$ cat config.mk
export PLATFORM = sky130hd
export DESIGN_NAME = alpha_trim_mean
export DESIGN_NICKNAME = d
export VERILOG_FILES = /design/src/rtl/filter_pkg.sv /design/src/rtl/alpha_trim_mean_divider.sv /design/src/rtl/alpha_trim_mean.sv
export SDC_FILE = /design/constraint.sdc
export NUM_CORES = 1
export LEC_CHECK = 0
export ABC_AREA = 1
export BUFFER_PORTS_ARGS = -buffer_cell sky130_fd_sc_hd__buf_4
export CAP_MARGIN = 20
export CORE_MARGIN = 2
export CORE_UTILIZATION = 50
export CTS_CLUSTER_SIZE = 12
export DETAILED_ROUTE_END_ITERATION = 12
export PLACE_DENSITY = 0.73
export SLEW_MARGIN = 20
export SYNTH_ARGS = -nofsm -noshare
export SYNTH_HDL_FRONTEND = slang
export SYNTH_HIERARCHICAL = 1
export SYNTH_SLANG_ARGS = --single-unit
$ cat constraint.sdc
create_clock -name clk -period 9.2 [get_ports clk]
set_input_delay 1.84 -clock clk [delete_from_list [all_inputs] [get_ports clk]]
set_output_delay 1.84 -clock clk [all_outputs]
set_load 0.01 [all_outputs]
$ cat src/rtl/filter_pkg.sv
// Shared definitions for the rank-order filter family: FSM encodings and
// derived widths used by both the sorter and the trimmed-mean consumer.
package filter_pkg;

    typedef enum logic [3:0] {
        S_IDLE  = 4'b0001,
        S_CAPT  = 4'b0010,
        S_ACCUM = 4'b0100,
        S_DIV   = 4'b1000
    } atm_state_e;

    function automatic int trim_count(input int dn, input int trim);
        return dn - 2 * trim;
    endfunction

    function automatic int sum_width(input int dn, input int dw);
        return dw + $clog2(dn);
    endfunction

    function automatic int seq_width(input int dn);
        return $clog2(dn);
    endfunction

endpackage

$ cat src/rtl/alpha_trim_mean_divider.sv
// Sequential restoring divider by a constant: one quotient bit per cycle,
// MSB first; done_o and quotient_o are valid together in the final cycle.
module seq_divider #(
    parameter int unsigned WIDTH   = 13,
    parameter int unsigned DIVISOR = 13
) (
    input  logic             clk,
    input  logic             rst_n,
    input  logic             start_i,
    input  logic [WIDTH-1:0] dividend_i,
    output logic             busy_o,
    output logic             done_o,
    output logic [WIDTH-1:0] quotient_o
);
    localparam int unsigned CW = $clog2(WIDTH + 1);

    logic [WIDTH-1:0] rem_q, rem_d;
    logic [WIDTH-1:0] quo_q, quo_d;
    logic [CW-1:0]    cnt_q;
    logic [WIDTH:0]   rem_sh;
    logic             fits;

    always_comb begin
        rem_sh = {rem_q, quo_q[WIDTH-1]};
        fits   = (rem_sh >= (WIDTH + 1)'(DIVISOR));
        rem_d  = WIDTH'(fits ? rem_sh - (WIDTH + 1)'(DIVISOR) : rem_sh);
        quo_d  = {quo_q[WIDTH-2:0], fits};
    end

    assign busy_o     = (cnt_q != '0);
    assign done_o     = (cnt_q == CW'(1));
    // Exposing the next quotient lets the consumer latch it on the final step.
    assign quotient_o = quo_d;

    always_ff @(posedge clk or negedge rst_n) begin
        if (!rst_n) begin
            rem_q <= '0;
            quo_q <= '0;
            cnt_q <= '0;
        end else if (start_i) begin
            rem_q <= '0;
            quo_q <= dividend_i;
            cnt_q <= CW'(WIDTH);
        end else if (busy_o) begin
            rem_q <= rem_d;
            quo_q <= quo_d;
            cnt_q <= cnt_q - 1'b1;
        end
    end

endmodule

$ cat src/rtl/alpha_trim_mean.sv
// Alpha-trimmed mean of a sorted window: sums ranks TRIM..DN-1-TRIM and divides
// by their count. Define ALPHA_ROUND_EN for round-half-up instead of truncation.
module alpha_trim_mean
    import filter_pkg::*;
#(
    parameter int DN          = 25,
    parameter int DW          = 8,
    parameter int TRIM        = 6,
    parameter int DW_sequence = seq_width(DN)
) (
    input  logic                      clk,
    input  logic                      rst_n,
    input  logic                      sort_finish,
    input  logic [DW*DN-1:0]          data_unsort,
    input  logic [DW_sequence*DN-1:0] sequence_sorted,
    output logic [DW-1:0]             mean_out,
    output logic                      mean_valid,
    output logic                      busy
);
    localparam int N  = trim_count(DN, TRIM);
    localparam int SW = sum_width(DN, DW);
`ifdef ALPHA_ROUND_EN
    localparam logic [SW-1:0] RND = SW'(N / 2);
`else
    localparam logic [SW-1:0] RND = '0;
`endif

    atm_state_e             state_q, state_d;
    logic [DW-1:0]          data_q [DN];
    logic [DW_sequence-1:0] seq_q  [DN];
    logic [SW-1:0]          sum_q, sum_d;
    logic [DW_sequence-1:0] rank_q, rank_d;
    logic [DW-1:0]          mean_q, mean_d;
    logic                   valid_q, valid_d;
    logic                   div_start, div_busy, div_done;
    logic [SW-1:0]          div_dividend, div_quo;

    always_comb begin
        state_d      = state_q;
        sum_d        = sum_q;
        rank_d       = rank_q;
        mean_d       = mean_q;
        valid_d      = 1'b0;
        div_start    = 1'b0;
        case (state_q)
            S_IDLE:  if (sort_finish) state_d = S_CAPT;
            S_CAPT: begin
                sum_d   = '0;
                rank_d  = DW_sequence'(TRIM);
                state_d = S_ACCUM;
            end
            S_ACCUM: begin
                sum_d  = sum_q + SW'(data_q[seq_q[rank_q]]);
                rank_d = rank_q + 1'b1;
                if (rank_q == DW_sequence'(DN - 1 - TRIM)) begin
                    div_start = 1'b1;
                    state_d   = S_DIV;
                end
            end
            S_DIV: begin
                if (div_busy && div_done) begin
                    mean_d  = DW'(div_quo);
                    valid_d = 1'b1;
                    state_d = S_IDLE;
                end
            end
            default: state_d = S_IDLE;
        endcase
        // The divider loads on the last ACCUM edge, so it takes the updated sum.
        div_dividend = sum_d + RND;
    end

    always_ff @(posedge clk or negedge rst_n) begin
        if (!rst_n) begin
            state_q <= S_IDLE;
            sum_q   <= '0;
            rank_q  <= '0;
            mean_q  <= '0;
            valid_q <= 1'b0;
            for (int unsigned i = 0; i < DN; i++) begin
                data_q[i] <= '0;
                seq_q[i]  <= '0;
            end
        end else begin
            state_q <= state_d;
            sum_q   <= sum_d;
            rank_q  <= rank_d;
            mean_q  <= mean_d;
            valid_q <= valid_d;
            if (state_q == S_CAPT) begin
                for (int unsigned i = 0; i < DN; i++) begin
                    data_q[i] <= data_unsort[i*DW +: DW];
                    seq_q[i]  <= sequence_sorted[i*DW_sequence +: DW_sequence];
                end
            end
        end
    end

    seq_divider #(
        .WIDTH  (SW),
        .DIVISOR(N)
    ) u_div (
        .clk       (clk),
        .rst_n     (rst_n),
        .start_i   (div_start),
        .dividend_i(div_dividend),
        .busy_o    (div_busy),
        .done_o    (div_done),
        .quotient_o(div_quo)
    );

    assign mean_out   = mean_q;
    assign mean_valid = valid_q;
    assign busy       = (state_q != S_IDLE);

endmodule

# Word-level counts from Yosys, hierarchy flattened
# Index checks and enable logic that the tools add are counted.
[totals]
ff_bits = 386
input_bits = 328
output_inout_bits = 10
word_cells = 106
[op_classes]
n_addsub = 4
order_cmp = 3
n_eq_ne = 10
muxes = 23
bitwise = 2
reduce_logical = 6
[ops]
columns = ["cell", "count"]
rows = [
  ["$mux W13", 5],
  ["$bmux W8 S5", 1],
  ["$pmux W13 S2", 1],
  ["$bmux W5 S5", 1],
  ["$mux W4", 5],
  ["$mux W8", 2],
  ["$pmux W4 S4", 1],
  ["$ge A14 B4 Y1 const B", 1],
  ["$add A13 B8 Y13", 1],
  ["$sub A13 B4 Y13 const B", 1],
  ["$ge A6 B6 Y1 const B", 2],
  ["$not A5 Y6", 2],
  ["$mux W5", 2],
  ["$pmux W5 S2", 1],
  ["$eq A4 B1 Y1 const B", 2],
  ["$ne A2 B2 Y1 const B", 3],
  ["$add A5 B1 Y5 const B", 1],
  ["$eq A5 B5 Y1 const B", 1],
  ["$eq A4 B2 Y1 const B", 1],
  ["$eq A4 B3 Y1 const B", 1],
  ["$eq A4 B4 Y1 const B", 1],
  ["$mux W1", 4],
  ["$ne A4 B1 Y1 const B", 1],
  ["$reduce_bool A2 Y1", 2],
  ["other kinds (5)", 5],
]

# Longest topological paths before layout
# Gate-level depths: netlist of the first run.
[logic_depth]
word_depth = 11
ltp_mapped = 38
ltp_nobuf = 36

# Cells and area by module
# Netlist of the first run, hierarchy kept.
[by_module_without_submodules]
columns = ["mod", "n_inst", "cells_each", "area_each_um2", "seq_area_each_um2"]
rows = [
  ["alpha_trim_mean", 1, 2301, 17210.3, 8909.8],
  ["seq_divider", 1, 239, 1841.8, 750.7],
]

# Worst setup path before layout of the first run
# Ideal clock, no wire load.
[synth_timing]
path_type = "reg-to-reg"
start = "register rank_q[0]"
end = "register u_div.quo_q[8]"
setup_ns = 0.137
t_arrival_ns = 3.450
t_required_ns = 9.063
slack_ns = 5.613
path_stages_with_launch = 35
path_buffers = 4
synth_period_minus_slack_ns = 3.587
path_cell_list = "dfrtp_1 buf_6 inv_4 buf_6 nand2_1 nand3_1 nand2_1 a21oi_1 nand3_1 nand2_1 buf_4 buf_2 nand3_1 nand3_1 nand3_1 nand3_1 nand2_1 ha_1 fa_1 nand2_1 inv_1 nand2_1 nand2_1 nand2_1 inv_1 nand2_1 nand2_1 nand2_1 nand2_1 a21oi_1 nor2_1 o21ai_0 inv_1 nand2_1 o221ai_1"
[synth_between]
elab_chain_cells = 11
elab_cells_between_ends = 15
classes_between = "1 x add/sub; 1 x eq/ne; 10 x mux; 2 x bitwise; 1 x reduce/logical"
[synth_lines]
columns = ["item", "line_no", "text"]
rows = [
  ["start: declaration", "alpha_trim_mean.sv:32", "logic [DW_sequence-1:0] rank_q, rank_d;"],
  ["start signal: assignment", "alpha_trim_mean.sv:87", "rank_q <= rank_d;"],
  ["$not A5 Y6 (implied by the code)", "alpha_trim_mean.sv:53", "sum_d = sum_q + SW'(data_q[seq_q[rank_q]]);"],
  ["$bmux W5 S5", "alpha_trim_mean.sv:53", ""],
  ["$mux W5 (implied by the code) (2 in series)", "alpha_trim_mean.sv:53", ""],
  ["$not A5 Y6 (implied by the code)", "alpha_trim_mean.sv:53", ""],
  ["$bmux W8 S5", "alpha_trim_mean.sv:53", ""],
  ["$mux W8 (implied by the code) (2 in series)", "alpha_trim_mean.sv:53", ""],
  ["$add A13 B8 Y13", "alpha_trim_mean.sv:53", ""],
  ["$pmux W13 S2", "alpha_trim_mean.sv:45", "case (state_q)"],
  ["named net div_dividend[8]", "alpha_trim_mean.sv:36", "logic [SW-1:0] div_dividend, div_quo;"],
  ["$mux W13", "alpha_trim_mean_divider.sv:40", "end else if (start_i) begin"],
  ["end signal: assignment", "alpha_trim_mean_divider.sv:42", "quo_q <= dividend_i;"],
  ["end signal: assignment", "alpha_trim_mean_divider.sv:46", "quo_q <= quo_d;"],
  ["end: declaration", "alpha_trim_mean_divider.sv:18", "logic [WIDTH-1:0] quo_q, quo_d;"],
]
# The timed path passes the listed nets, and every way through them passes these cells. The select of a mux whose other input is x is not followed.
# A chain may end at the register's enable or synchronous reset.

# Worst setup path after layout of the first run
[layout_timing]
start = "register rank_q[0]"
end = "register u_div.quo_q[12]"
# Same word-level chain as after synthesis.

==> impl_results.md, run 1 <==
- Clock Skew: 29.13 ps
- Num CTS Buffers: 42
- Initial antenna violation count: 4
- Remaining antenna violation count: 0
- Final worst slack: 3125 ps
- Final hold slack: 467.6 ps
- Switch Pwr: 0.004190 W
- GRT Util Overall: 27.89%
- Average vias per placed instance: 5.331
- NumNets Final: 3117
- Average size of a mapped cell: 7.501 µm²
- Clk pwr share: 18.0%
- Vias in the first global route: 16630
- Clock Tree Buf Depth: 3
- Crit path time final: 6075 ps
- MaxCap Viol Count: 0
- Crit end category: flip-flop
- Die area: 39610 µm²
- Top Family by Delay on Critical Path: simple AND/OR/NAND/NOR gates
- Fmax achieved: 0.1646 GHz
- Worst slew pin tran: 1079 ps
- Post-CTS setup buffers: 0
- 1st-pass router iterations: 6
- Crit path kind: reg -> reg
- Sw frac: 46.11%
- Hold path depth: 2
- Die Y: 199.0 µm
- Global route overflow: 0
- FF-to-FF path depth: 32
- Number of cells on the critical path: 32
- Top-level port count: 338
- Std-Cell Rows: 71
- Pre-CTS worst setup slack: 2885 ps
- Peak supply drop: 0.2858 mV
- Hold Crit Class: reg -> reg
- TritonCTS clock tree: done
- Leakage: 12.17 nW
- Starting DRT DRC Count: 1507
- Worst skew pair latency: 570 ps
- Startpoint types: flip-flop
- Most frequent CP cell: nand2_1
- Placer congestion estimate: 0.8534
- WL final: 55.25 mm
- Post-Syn Instances: 2535
- Pin count of the biggest net entering global routing: 259
- P per Cell Area: 397.2 nW/µm²
- Max incr delay on CP: 710 ps
- Via count: 17660
- Post_cts resized: 0
- First-pass GRT wire length: 87.09 mm
- H-tree depth: 2
- Reg power frac: 32.8%
- Status: finished, final reports clean
- RSZ-0062 raised after global routing: no
- Synth warnings: 6
- Max Slew Vio Count: 0
- Netlist area before placement: 19010 µm²
- Max Fanout on Critical Path: 105
- Worst Path Arrival: 6470 ps
- Core ar.: 37580 µm²
- IO Port Bufs: 337
- Max_slew headroom: 28.09%
- Layout cells sized above 1: 15.90%
- Tcrit/Tclk final: 66.03%
- Post-CTS Hold Buffers: 0
- Comb power frac: 49.2%
- Residual DRC: 0
- # setup viols final: 0
- Initial cell density of the core: 50.60%
- DP HPWL: 37.60 mm
- WP buf/inv: 5
- Internal power: 0.004897 W
- Final setup TNS: 0 ps
- Horiz. Die Dim: 199.0 µm
- Critical path's slowest cell: nand2_4
- Clock transition at path regs: 60 ps
- CTS sink cnt: 386
- Root Buffer: clkbuf_16
- Critical path required time: 9600 ps
- Hold Vio Cnt, Final: 0
- Syn_nets: 2881
- Routed wire per std cell: 16.68 µm
- Area growth from synthesis to layout: 20.30%
tightest hold or removal path, delay by kind of cell (launching register included):
| family | cells | cell delay (ps) |
|---|---|---|
| AND/OR/NAND/NOR | 2 | 90 |
| flip-flops | 1 | 340 |
per-stage QoR:
step	instance area, µm²	total power, W	utilization, %	instances
final	22870	0.009087	60.87	3313
after global routing	22870	0.009831	60.87	3313
after CTS	22830	0.009067	60.75	3309
after detailed placement	21500	0.007401	57.23	3237
after global placement	21500	0.007272	57.23	3237
after floorplan	19010	0.006224	-	2535
path summary, 6_finish.rpt:
kind,start,to,slack [ps]
min in group asynchronous,rst_n,seq_q[16],1350
max in group asynchronous,rst_n,rank_q[0],6260
min,seq_q[89],seq_q[89],470
min reg2reg,seq_q[89],seq_q[89],470
max,rank_q[0],u_div/quo_q[12],3120
max reg2reg,rank_q[0],u_div/quo_q[12],3120
per-layer routing:
layer	track usage [%]	wire, µm
met5	0	16
met4	9.867	1605
met2	43.42	25800
met1	39.58	24100
met3	4.629	3732
flip-flops by register name, summed over array words and instances, names as in the netlist:
name         count
data_q         200
mean_out         8
mean_valid       1
rank_q           5
seq_q          125
state_q          4
sum_q           13
u_div/cnt_q      4
u_div/quo_q     13
u_div/rem_q     13
power by group through the flow:
stage / clock network (W) / logic [W] / registers, W
after floorplan: 0 / 0.00340 / 0.00283
after global placement: 0 / 0.00430 / 0.00297
after detailed placement: 0 / 0.00443 / 0.00298
after CTS: 0.00166 / 0.00445 / 0.00296
after global routing: 0.00173 / 0.00504 / 0.00306
final: 0.00164 / 0.00447 / 0.00298
layout by cell type, fill, tap and decap left out, drive strengths merged:
cell type  count
nor2          96
o31ai          3
buf          349
o2111ai        1
nand2       1264
clkinvlp       2
a22oi          3
inv           99
nand4         12
o22ai          5
dfstp          1
a31oi          1
o211ai        10
o21ai         89
o221ai         6
diode          3
clkbuf        60
a31o           1
dfrtp        385
ha            17
a22o           3
bufinv         2
nor4           2
a21boi         1
clkinv         7
nand3        330
nor3b          1
a21oi         37
and2           1
fa             1
xor2           6
nor3           2
or2            1
a32o           1
layout make-up:
type                            count  area, µm²
Clock buffer                       60       1189
Fill cell                        3371      14700
Antenna cell                        3      7.507
Clock inverter                     12      133.9
Sequential cell                   386       9662
Inverter                           98      377.9
Multi-Input combinational cell   1894       8202
Timing Repair Buffer              349       2664
Tap cell                          511      639.4
Power figures use the tool's default switching activity.
==> run 2: changes to the inputs <==
Settings changed: ABC_AREA 1 to 0, PLACE_DENSITY 0.73 to 0.76.
Clock period 9.2 ns to 4.95 ns, I/O delays scaled along.
==> impl_results.md, run 2 <==
- First-pass GRT wire length: 81.74 mm
- Netlist area before placement: 18440 µm²
- 1st-pass router iterations: 7
- Clock Tree Buf Depth: 3
- Die Y: 196.0 µm
- Top Family by Delay on Critical Path: compound AO/OA/AOI/OAI gates
- Switch Pwr: 0.007279 W
- Placed instance area: 21410 µm²
- Clock transition at path regs: 60 ps
- Fmax achieved: 0.2094 GHz
- P per Cell Area: 763.9 nW/µm²
- Post-route insts no fill: 2822
- Tcrit/Tclk final: 96.48%
- Synth warnings: 6
- Max incr delay on CP: 510 ps
- Worst hold start: data_q[37]
- Pin count of the biggest net entering global routing: 200
- Initial cell density of the core: 50.60%
- Sw frac: 41.54%
- Worst Path Arrival: 5230 ps
- Reg2reg end: u_div/quo_q[11]
- Num CTS Buffers: 42
- Horiz. Die Dim: 196.0 µm
- Startpoint types: flip-flop
- Top-level port count: 338
- H-tree depth: 2
- Post-Syn Instances: 2023
- Largest reg by FF count: data_q
- Global route overflow: 0
- Clk pwr share: 17.5%
- Hold Vio Cnt, Final: 0
- Critical path required time: 5400 ps
- CTS sink cnt: 386
- Layout cells sized above 1: 22.78%
- Root Buffer: clkbuf_16
- WL met1: 22.66 mm
- Internal power: 0.01024 W
- Peak supply drop: 0.3351 mV
- Residual DRC: 0
- Average size of a mapped cell: 9.114 µm²
- WL final: 53.18 mm
- Average vias per placed instance: 5.443
- Highest Signal Layer: met4
- Crit path kind: reg -> reg
- Crit path cell chain: buf_12, mux4_2, a32oi_1, o31a_1, nand2_4, buf_12, mux2i_1, a221oi_1, nor3_1, a211oi_2, ha_1, a21o_1, a21oi_2, o21bai_1, a21o_1, a21o_1, a211o_1, nand3_1, mux2i_1, nand2_1, o21ai_0
- Status: finished, final reports clean
- Max Fanout on Critical Path: 18
- GRT Util Overall: 27.18%
- IO Port Bufs: 337
- Hold path depth: 2
- Remaining antenna violation count: 0
- Placer congestion estimate: 0.8888
- Dpl cells: 2745
- Final hold slack: 467.5 ps
- MaxCap Viol Count: 0
- Worst skew pair latency: 540 ps
- Std-Cell Rows: 70
- Comb power frac: 50.7%
- Met3 WL post-DR: 3.751 mm
- Initial antenna violation count: 1
- Crit end category: flip-flop
- Worst slew pin tran: 1012 ps
- Vias in the first global route: 15280
- R2R Setup Slk: 170 ps
- Leakage: 11.95 nW
- Routed wire per std cell: 18.84 µm
- Met2 wire length: 24.87 mm
- Crit path time final: 4776 ps
- Clock Skew: 22.09 ps
- Critical path's slowest cell: mux4_2
- Leading cell types in the layout, fill and taps excluded: nand2_1, dfrtp_1, buf_4
- Largest registers: data_q x200, seq_q x125
- FF-to-FF path depth: 21
- Max_slew headroom: 32.51%
- Syn_nets: 2369
- Area growth from synthesis to layout: 24.40%
- Worst r2r src: rank_q[0]
- Hold Crit Class: reg -> reg
- Max Slew Vio Count: 0
- Max reg flops: 200
- Die area: 38430 µm²
- # setup viols final: 0
- Most frequent CP cell: a21o_1
- Via count: 15360
- Endpoint, Worst Hold: data_q[37]
- Post-CTS Hold Buffers: 0
- Reg power frac: 31.9%
- Number of fillers in the final layout: 3003
- Design area: 22940 µm²
- NumNets Final: 2673
- DP HPWL: 37.68 mm
- WP buf/inv: 2
- Commonest non-fill, non-tap cell in the layout: nand2_1
- TritonCTS clock tree: done
- Starting DRT DRC Count: 1253
- Core ar.: 36430 µm²
run 2: cell type report:
class                      count  area, µm²  area share (%)
clock buffer                  58       1212           5.286
clock inverter                12      116.4          0.5073
tap                          468      585.6           2.553
sequential                   386       9666           42.14
inverter                       8      30.03          0.1309
timing repair buffer         385       3113           13.57
multi-input combinational   1504       8212           35.80
antenna                        1      2.502         0.01091
run 2: worst max-delay path by stage:
stage	cells after the start	from	to	slack, ps
2_1_floorplan	24	rank_q[0]	u_div/quo_q[10]	490
3_3_place_gp	21	rank_q[1]	u_div/quo_q[12]	90
3_5_place_dp	21	rank_q[1]	u_div/quo_q[12]	-60
4_1_cts	22	rank_q[1]	u_div/quo_q[12]	30
5_1_grt	21	rank_q[0]	u_div/quo_q[11]	-30
6_report	21	rank_q[0]	u_div/quo_q[11]	170
run 2: power groups by stage:
stage | clock [W] | combinational, W | sequential, W
6_report | 0.00306 | 0.00888 | 0.00559
5_1_grt | 0.00323 | 0.00966 | 0.00573
4_1_cts | 0.00310 | 0.00849 | 0.00558
3_5_place_dp | 0 | 0.00840 | 0.00560
3_3_place_gp | 0 | 0.00820 | 0.00556
2_1_floorplan | 0 | 0.00614 | 0.00522
run 2: stage by stage:
stage	utilization (%)	TNS (ps)	worst slack (ps)	power, W
after floorplan	-	0	494.8	0.01136
after global placement	58.76	0	93.92	0.01376
after detailed placement	58.76	-135.8	-59.76	0.01400
after CTS	62.44	0	34.83	0.01717
after global routing	62.95	-33.68	-31.53	0.01862
final	62.95	0	174.1	0.01752
run 2: worst register-to-register path, stage by stage, from the launching register on:
cell and delay [ps]:
dfrtp_2 410, buf_12 160, mux4_2 510, a32oi_1 190, o31a_1 260, nand2_4 130
buf_12 190, mux2i_1 150, a221oi_1 310, nor3_1 100, a211oi_2 340, ha_1 290
a21o_1 170, a21oi_2 160, o21bai_1 80, a21o_1 200, a21o_1 200, a211o_1 330
nand3_1 110, mux2i_1 240, nand2_1 70, o21ai_0 80
run 2: per-layer routing:
| layer | vias to the layer above | global-route usage, % |
|---|---|---|
| li1 | 7241 | - |
| met1 | 7419 | 38.47 |
| met2 | 590 | 42.44 |
| met3 | 109 | 4.315 |
| met4 | 0 | 10.58 |
| met5 | - | 0 |
run 2: repair_timing:
item | CTS | global route
gates cloned | 0 | 2
gates resized for setup | 2 | 20
pin swaps | 0 | 9
setup buffers | 0 | 4
setup endpoints to repair | 4 | 8
hold endpoints to repair | 0 | 0
==> run 3: changes to the inputs <==
Settings changed: CTS_CLUSTER_SIZE 12 to 8, SETUP_SLACK_MARGIN set to 0.5.
==> impl_results.md, run 3 (synthesis results as in run 2) <==
- TritonCTS clock tree: done
- Global route overflow: 0
- Residual DRC: 0
- Switch Pwr: 0.007532 W
- Worst Path Arrival: 5110 ps
- Area growth from synthesis to layout: 26.68%
- Highest Signal Layer: met4
- Final hold slack: 435.9 ps
- Commonest non-fill, non-tap cell in the layout: nand2_1
- Die Y: 196.0 µm
- Post-CTS Hold Buffers: 0
- Worst slew pin tran: 1061 ps
- Reg power frac: 31.0%
- Internal power: 0.01084 W
- Crit path cell chain: buf_12, buf_16, mux4_2, mux2i_2, a22o_2, a31oi_4, mux4_2, nand2_1, a21o_1, a211oi_2, ha_1, a21o_1, a21oi_2, o21bai_1, a21o_1, a21o_1, a211o_1, nand3_2, mux2i_1, nand2_1, o21ai_1
- Initial antenna violation count: 0
- Hold Crit Class: in -> async
- WL final: 54.76 mm
- Met2 wire length: 25.53 mm
- CP startpoint: rank_q[0]
- MaxCap Viol Count: 0
- Clock Tree Buf Depth: 3
- Initial cell density of the core: 50.60%
- Tcrit/Tclk final: 93.16%
- CTS sink cnt: 386
- Via count: 15750
- Leading cell types in the layout, fill and taps excluded: nand2_1, dfrtp_1, buf_4
- Sw frac: 40.99%
- Root Buffer: clkbuf_16
- Top-level port count: 338
- Largest registers: data_q x200, seq_q x125
- Number of fillers in the final layout: 2919
- Std-Cell Rows: 70
- Diodes inserted: 0
- Clk pwr share: 18.1%
- Status: finished, final reports clean
- Horiz. Die Dim: 196.0 µm
- Worst skew pair latency: 580 ps
- IO Port Bufs: 337
- Num CTS Buffers: 54
- Average vias per placed instance: 5.541
- Comb power frac: 50.9%
- Max incr delay on CP: 530 ps
- Max_slew headroom: 29.27%
- Fmax achieved: 0.2168 GHz
- Core ar.: 36430 µm²
- # setup viols final: 0
- Worst r2r src: rank_q[0]
- Vias in the first global route: 15820
- WL met1: 23.04 mm
- Peak supply drop: 0.5291 mV
- Clock Skew: 22.24 ps
- Die area: 38430 µm²
- Leakage: 12.11 nW
- Crit end category: flip-flop
- DP HPWL: 38.50 mm
- 1st-pass router iterations: 5
- GRT Util Overall: 28.42%
- Startpoint types: flip-flop
- H-tree depth: 2
- Hold Vio Cnt, Final: 0
- NumNets Final: 2705
- RSZ-0062 raised after global routing: yes
- Top Family by Delay on Critical Path: compound AO/OA/AOI/OAI gates
- Routed wire per std cell: 19.27 µm
- Max reg flops: 200
- First-pass GRT wire length: 84.87 mm
- Clock transition at path regs: 60 ps
- Max Fanout on Critical Path: 7
- Power, Total: 0.01838 W
- WP buf/inv: 2
- Placer congestion estimate: 0.9764
- P per Cell Area: 786.7 nW/µm²
- Largest reg by FF count: data_q
- Most frequent CP cell: a21o_1
- Max Slew Vio Count: 0
- Met3 WL post-DR: 3.746 mm
- Final setup TNS: 0 ps
- Critical path's slowest cell: mux4_2
- Critical path required time: 5440 ps
- Crit path time final: 4612 ps
- Starting DRT DRC Count: 1265
- Crit path kind: reg -> reg
- Layout cells sized above 1: 24.09%
- Remaining antenna violation count: 0
- Pin count of the biggest net entering global routing: 184
==> run 3: layer usage <==
| layer | vias to the layer above | global-route usage (%) |
|---|---|---|
| met5 | - | 0 |
| met4 | 0 | 13.19 |
| met3 | 146 | 4.487 |
| met2 | 634 | 44.66 |
| met1 | 7677 | 39.14 |
| li1 | 7290 | - |
==> run 3: per-stage QoR <==
stage / utilization [%] / cell area (µm²) / setup WS, ps / instances
floorplan: - / 18440 / 541.7 / 2023
global placement: 58.71 / 21390 / 193.0 / 2746
detailed placement: 58.71 / 21390 / 18.37 / 2746
CTS: 63.96 / 23300 / 422.4 / 2841
global route: 64.10 / 23360 / 137.5 / 2842
finish: 64.10 / 23360 / 338.5 / 2842
==> run 3: repair_timing <==
item,CTS,global route
setup buffers,21,1
gates cloned,3,0
gates resized for setup,38,12
pin swaps,27,7
setup endpoints to repair,12,13
==> run 3: power groups by stage <==
stage | clock network, W | registers, W | logic (W)
after detailed placement | 0 | 0.00567 | 0.00828
after global placement | 0 | 0.00566 | 0.00799
after global routing | 0.00350 | 0.00583 | 0.0101
after CTS | 0.00337 | 0.00567 | 0.00914
after floorplan | 0 | 0.00522 | 0.00614
final | 0.00333 | 0.00570 | 0.00935
==> run 3: final timing paths <==
path	to	slack [ps]	cells after the start
hold / removal	data_q[59]	440	1
setup reg to reg	u_div/quo_q[9]	340	21
max in group asynchronous	data_q[115]	3330	2
min in group clk	seq_q[43]	460	2
hold reg to reg	seq_q[43]	460	2
setup / recovery	u_div/quo_q[9]	340	21
==> run 3: area by class of cell <==
| type | instances | area [µm²] | area share (%) |
|---|---|---|---|
| flip-flops and latches | 386 | 9664 | 41.38 |
| multi-input cells | 1504 | 8285 | 35.47 |
| repair buffers | 405 | 3302 | 14.14 |
| clock buffers | 69 | 1450 | 6.209 |
| well taps | 468 | 585.6 | 2.507 |
| clock inverters | 2 | 38.79 | 0.1661 |
| inverters | 8 | 30.03 | 0.1286 |
==> run 3: worst register-to-register path: cells and delay by family, from the launching register on <==
kind | cells | cell delay [ps]
DFF | 1 | 430
buffers and inverters | 2 | 290
AOI/OAI and AO/OA | 11 | 2050
muxes | 4 | 1210
and+or+nand+nor | 3 | 250
adders and majority gates | 1 | 310
